`config.mk`:
```
export PLATFORM = sky130hd
export DESIGN_NAME = fetch_ctrl
export DESIGN_NICKNAME = d
export VERILOG_FILES = /design/src/rtl/fetch_ctrl.sv
export SDC_FILE = /design/constraint.sdc
export NUM_CORES = 1
export LEC_CHECK = 0
export ABC_AREA = 1
export BUFFER_PORTS_ARGS = -buffer_cell sky130_fd_sc_hd__buf_4
export CORE_MARGIN = 2
export CORE_UTILIZATION = 40
export DETAILED_ROUTE_END_ITERATION = 6
export PLACE_DENSITY = 0.67
export SLEW_MARGIN = 20
export SYNTH_ARGS = -nofsm -noshare
export SYNTH_HDL_FRONTEND = slang
export SYNTH_SLANG_ARGS = --single-unit
```
`constraint.sdc`:
```
create_clock -name CLK -period 1.8 [get_ports CLK]
set_clock_uncertainty 0.05 [all_clocks]
set_input_delay 0 -clock CLK [delete_from_list [all_inputs] [get_ports CLK]]
set_output_delay 0 -clock CLK [all_outputs]
set_load 0.02 [all_outputs]
```
`src/rtl/fetch_ctrl.sv`:
```
// fetch_ctrl: sequencing controller for a simple fetch/execute core.
// It walks an external program counter through instruction fetch and
// execute. It handles branches with a range check, halt instructions,
// the end-of-program PC and instruction-memory acknowledge timeouts,
// and it counts retired instructions.
module fetch_ctrl #(
  parameter int LAST_PC     = 63,
  parameter int ACK_TIMEOUT = 15
) (
  input  logic        CLK,
  input  logic        init_n,
  input  logic        start,
  input  logic [9:0]  pc,
  input  logic        imem_ack,
  input  logic        halt_instr,
  input  logic        br_take,
  input  logic        br_sign,
  input  logic [7:0]  br_off,
  output logic        pc_init,
  output logic        pc_branch_en,
  output logic        pc_bsign,
  output logic [7:0]  pc_boffset,
  output logic        imem_req,
  output logic        ir_load,
  output logic        busy,
  output logic        done,
  output logic        fault,
  output logic [15:0] instr_cnt
);

  localparam int WAIT_W = (ACK_TIMEOUT < 2) ? 1 : $clog2(ACK_TIMEOUT + 1);
  localparam logic [WAIT_W-1:0] WAIT_LAST = WAIT_W'(ACK_TIMEOUT - 1);
  localparam logic [9:0]        LAST_PC_U = 10'(LAST_PC);
  localparam logic signed [10:0] LAST_PC_S = $signed(11'(LAST_PC));

  typedef enum logic [2:0] {
    IDLE   = 3'd0,
    FETCH  = 3'd1,
    EXEC   = 3'd2,
    HALTED = 3'd3,
    FAULT  = 3'd4
  } state_t;

  state_t state, state_nxt;
  logic [WAIT_W-1:0]  wait_cnt;
  logic signed [10:0] br_target;
  logic               br_in_range;
  logic               ack_timeout;

  // Branch target is formed one bit wider than pc so that underflow
  // below zero shows up as a negative value instead of wrapping.
  assign br_target   = br_sign ? ($signed({1'b0, pc}) - $signed({3'b000, br_off}))
                               : ($signed({1'b0, pc}) + $signed({3'b000, br_off}));
  assign br_in_range = (br_target >= 11'sd0) && (br_target <= LAST_PC_S);
  assign ack_timeout = (wait_cnt == WAIT_LAST);

  // State register; reset drops straight back to IDLE without a clock.
  always_ff @(posedge CLK or negedge init_n) begin
    if (!init_n) state <= IDLE;
    else         state <= state_nxt;
  end

  // Counts FETCH cycles spent without an acknowledge; zero outside FETCH,
  // so every entry into FETCH starts a fresh wait.
  always_ff @(posedge CLK or negedge init_n) begin
    if (!init_n)                          wait_cnt <= '0;
    else if (state == FETCH && !imem_ack) wait_cnt <= wait_cnt + 1'b1;
    else                                  wait_cnt <= '0;
  end

  // Retired-instruction counter: cleared on start from IDLE, bumped on every
  // EXEC exit, and it sticks at all-ones instead of wrapping.
  always_ff @(posedge CLK or negedge init_n) begin
    if (!init_n)                                  instr_cnt <= 16'd0;
    else if (state == IDLE && start)              instr_cnt <= 16'd0;
    else if (state == EXEC && instr_cnt != 16'hFFFF) instr_cnt <= instr_cnt + 16'd1;
  end

  // Next-state and control decode. "Hold" is branch_en with a zero offset,
  // which freezes the otherwise free-running program counter.
  always_comb begin
    state_nxt    = state;
    pc_init      = 1'b0;
    pc_branch_en = 1'b0;
    pc_bsign     = 1'b0;
    pc_boffset   = 8'd0;
    imem_req     = 1'b0;
    ir_load      = 1'b0;
    busy         = 1'b0;
    done         = 1'b0;
    fault        = 1'b0;
    case (state)
      IDLE: begin
        pc_init = 1'b1;
        if (start) state_nxt = FETCH;
      end
      FETCH: begin
        imem_req     = 1'b1;
        busy         = 1'b1;
        pc_branch_en = 1'b1;
        if (imem_ack) begin
          ir_load   = 1'b1;
          state_nxt = EXEC;
        end else if (ack_timeout) begin
          state_nxt = FAULT;
        end
      end
      EXEC: begin
        busy = 1'b1;
        if (halt_instr) begin
          pc_branch_en = 1'b1;
          state_nxt    = HALTED;
        end else if (br_take) begin
          pc_branch_en = 1'b1;
          if (br_in_range) begin
            pc_bsign   = br_sign;
            pc_boffset = br_off;
            state_nxt  = FETCH;
          end else begin
            state_nxt  = FAULT;
          end
        end else if (pc == LAST_PC_U) begin
          pc_branch_en = 1'b1;
          state_nxt    = HALTED;
        end else begin
          state_nxt = FETCH;
        end
      end
      HALTED: begin
        done         = 1'b1;
        pc_branch_en = 1'b1;
        if (start) state_nxt = IDLE;
      end
      FAULT: begin
        fault        = 1'b1;
        pc_branch_en = 1'b1;
        if (start) state_nxt = IDLE;
      end
      default: state_nxt = IDLE;
    endcase
  end

endmodule

```
==> results.json <==
{
  "outcome": "finished, violations left",
  "failed_checks": "setup timing",
  "die_y_um": 76.3,
  "dieArea_mm2": 0.00581,
  "worstSkewPairLatency_ns": 0.27,
  "critPathLaunch": "br_off[1]",
  "rr_worst_depth": 13,
  "vias": 2465,
  "htree_levels": 1,
  "syn_area_mm2": 0.00209,
  "clock_path_buffers": 2,
  "synth-edff-count": 0,
  "max_cap_violations": 0,
  "drt-initial-drc-count": 71,
  "dr.pass1.iters": 4,
  "hold_path.class": "in -> reg",
  "finalSetupViolCount": 11,
  "dp_hpwl_mm": 4.50,
  "fmax_mhz": 419,
  "die_w_um": 76.3,
  "vdd_drop_max_v": 0.000689,
  "drive_above_1_share_pct": 44.4,
  "critPathMaxFanout": 5,
  "ctsRootBufferMaster": "clkbuf_8",
  "min_period_over_period_pct": 133,
  "ys_seq_area_share_pct": 27.6,
  "instances_no_fill": 500,
  "power.density_mw_per_mm2": 839,
  "start_kind": "primary input",
  "dpl.cell_count": 475,
  "cts_num_sinks": 23,
  "ys_types": 33,
  "drt-wirelength-per-cell_um": 12.5,
  "required_ns": 1.75,
  "grt_max_degree": 24,
  "start_util_pct": 41.1,
  "p_leak_nw": 1.81,
  "viasPerCell": 4.93,
  "antenna_found_initial": 0,
  "criticalPathCategory": "in -> out",
  "cts_buffers": 3,
  "port_buffers": 56,
  "async_flop_share_pct": 100,
  "final_util_pct": 68.2,
  "crit_top_cell": "nand2_2",
  "slew_headroom_pct": 71.7,
  "hold_violations": 0,
  "gp_congestion": 0.805,
  "cp-end-kind": "output pin",
  "max_stage_delay_ns": 0.32,
  "hold_ws_ns": 0.0443,
  "syn-num-nets": 357,
  "r2r_end": "instr_cnt[8]",
  "tightest_slew_ns": 0.421,
  "regArea_um2": 576,
  "r2r_start": "instr_cnt[0]",
  "drcViolationCount": 0,
  "cp-endpoint": "pc_boffset[0]",
  "routed_wl_mm": 6.27,
  "critical_path.cell_chain": "buf_6, clkinvlp_4, nand4_1, o21ai_1, xor2_1, ha_1, nand2_2, inv_2, a21oi_2, nand3_2, nand2_2, nand2_2, nor2_4, nand3_4, buf_12, nor3_4, buf_6",
  "track_usage_pct": 20.3,
  "multiInputGateArea_mm2": 0.00163,
  "synth_flop_cell": "dfrtp_1",
  "num_antenna_cells": 0,
  "area_growth_pct": 65.8,
  "total_power_w": 0.00291,
  "syn_avg_cell_area_um2": 6.59,
  "grt_pass1_vias": 2245,
  "layout_setup_ws_ns": -0.585,
  "final.min_clock_period_ns": 2.39,
  "clk_pin_slew_ns": 0.09,
  "io_pins": 57,
  "rrSetupSlack_ns": 0.04,
  "cts_tree": "built",
  "overflow": 0,
  "crit_slowest_cell": "ha_1",
  "final_nets": 471,
  "coreArea_mm2": 0.00507,
  "syn_inst": 317,
  "fillers": 425,
  "drv_slew": 0,
  "rsz0062_at_grt": "true",
  "ys_ff_latch": 23,
  "yosys_warnings": 0,
  "grt_pass1_wl_mm": 9.72,
  "postRouteAntennaNets": 0,
  "arrival_ns": 2.34,
  "rows": 26
}
==> cell type report <==
type	count	area share, %
Tap cell	70	2.53
Inverter	51	6.11
Multi-Input combinational cell	242	47.1
Timing Repair Buffer	110	26.3
Clock buffer	3	1.19
Sequential cell	23	16.6
Clock inverter	1	0.145
==> state kept, by name, indices dropped and copies added (netlist names) <==
name,count
wait_cnt,4
instr_cnt,16
state,3
==> metal layers <==
layer  global-route usage (%)  share of wire [%]
met3                     4.15                5.2
met5                        0                  0
met4                     5.09                1.3
met1                     24.8                 43
met2                     36.2                 50
==> Yosys cell counts (4+ instances only) <==
| cell | count | area (µm²) |
|---|---|---|
| inv_1 | 46 | 173 |
| xor2_1 | 7 | 61.3 |
| nor2_4 | 4 | 45.0 |
| nor2_2 | 4 | 25.0 |
| nand4_1 | 5 | 31.3 |
| o21ai_0 | 10 | 50.1 |
| nand2_1 | 87 | 327 |
| nor3_1 | 13 | 65.1 |
| a21oi_1 | 14 | 70.1 |
| dfrtp_1 | 23 | 576 |
| nand3_1 | 16 | 80.1 |
| nor2_1 | 40 | 150 |
| a31oi_1 | 4 | 25.0 |
| ha_1 | 14 | 175 |
==> layout by cell type, fill, tap and decap left out, types with 8 or more instances in the layout <==
cell | netlist | final
dfrtp_1 | 23 | 23
nor2_1 | 40 | 31
buf_4 | 0 | 91
inv_1 | 46 | 42
nand2_1 | 87 | 69
buf_6 | 0 | 15
nor3_4 | 0 | 9
nand2_2 | 3 | 18
nor2_2 | 4 | 8
ha_1 | 14 | 9
a21oi_1 | 14 | 10
nor2_4 | 4 | 9
nand3_1 | 16 | 13
==> power by group <==
part | leakage [nW] | internal [W] | switching (W)
clock network | 0.0255 | 0.000155 | 0.000180
logic | 1.47 | 0.000821 | 0.00107
registers | 0.314 | 0.000596 | 0.0000804
==> per-stage QoR <==
stage	setup TNS, ns	setup slack [ns]	instance area [µm²]
detailed placement	-8.13	-0.830	2990
floorplan	-3.01	-0.351	2240
finish	-5.11	-0.585	3460
global route	-6.79	-0.714	3460
global placement	-8.38	-0.837	2990
CTS	-4.79	-0.526	3220
==> worst min-delay path by stage <==
stage,cells past startpoint,to,slack (ns),startpoint
2_1_floorplan,0,instr_cnt[0],-0.35,init_n
3_3_place_gp,1,instr_cnt[12],-0.14,init_n
6_report,5,state[1],0.04,halt_instr
4_1_cts,5,state[1],0.05,halt_instr
5_1_grt,4,state[1],0.09,br_take
3_5_place_dp,1,instr_cnt[12],-0.14,init_n
==> worst max-delay path: cells and delay by family <==
family	cells	cell delay, ns
compound gates	2	0.34
xor+xnor	1	0.20
fa+ha+maj	1	0.32
buf+inv	5	0.52
simple gates	8	0.93
==> kinds of logic after synthesis <==
logic type	synth area share, %
adder cells (fa/ha/maj)	9.35
AO/OA/AOI/OAI	9.65
flip-flops	27.6
buffers and inverters	9.41
AND/OR/NAND/NOR	40.7
XOR/XNOR	3.36
==> what timing repair did <==
action,CTS,global route
hold endpoints to repair,23,0
pin swaps,18,24
hold buffers,1,0
setup buffers,6,15
endpoints found under the setup margin,13,22
resized for setup,33,38
No activity file was read; power rests on OpenSTA's default activity.
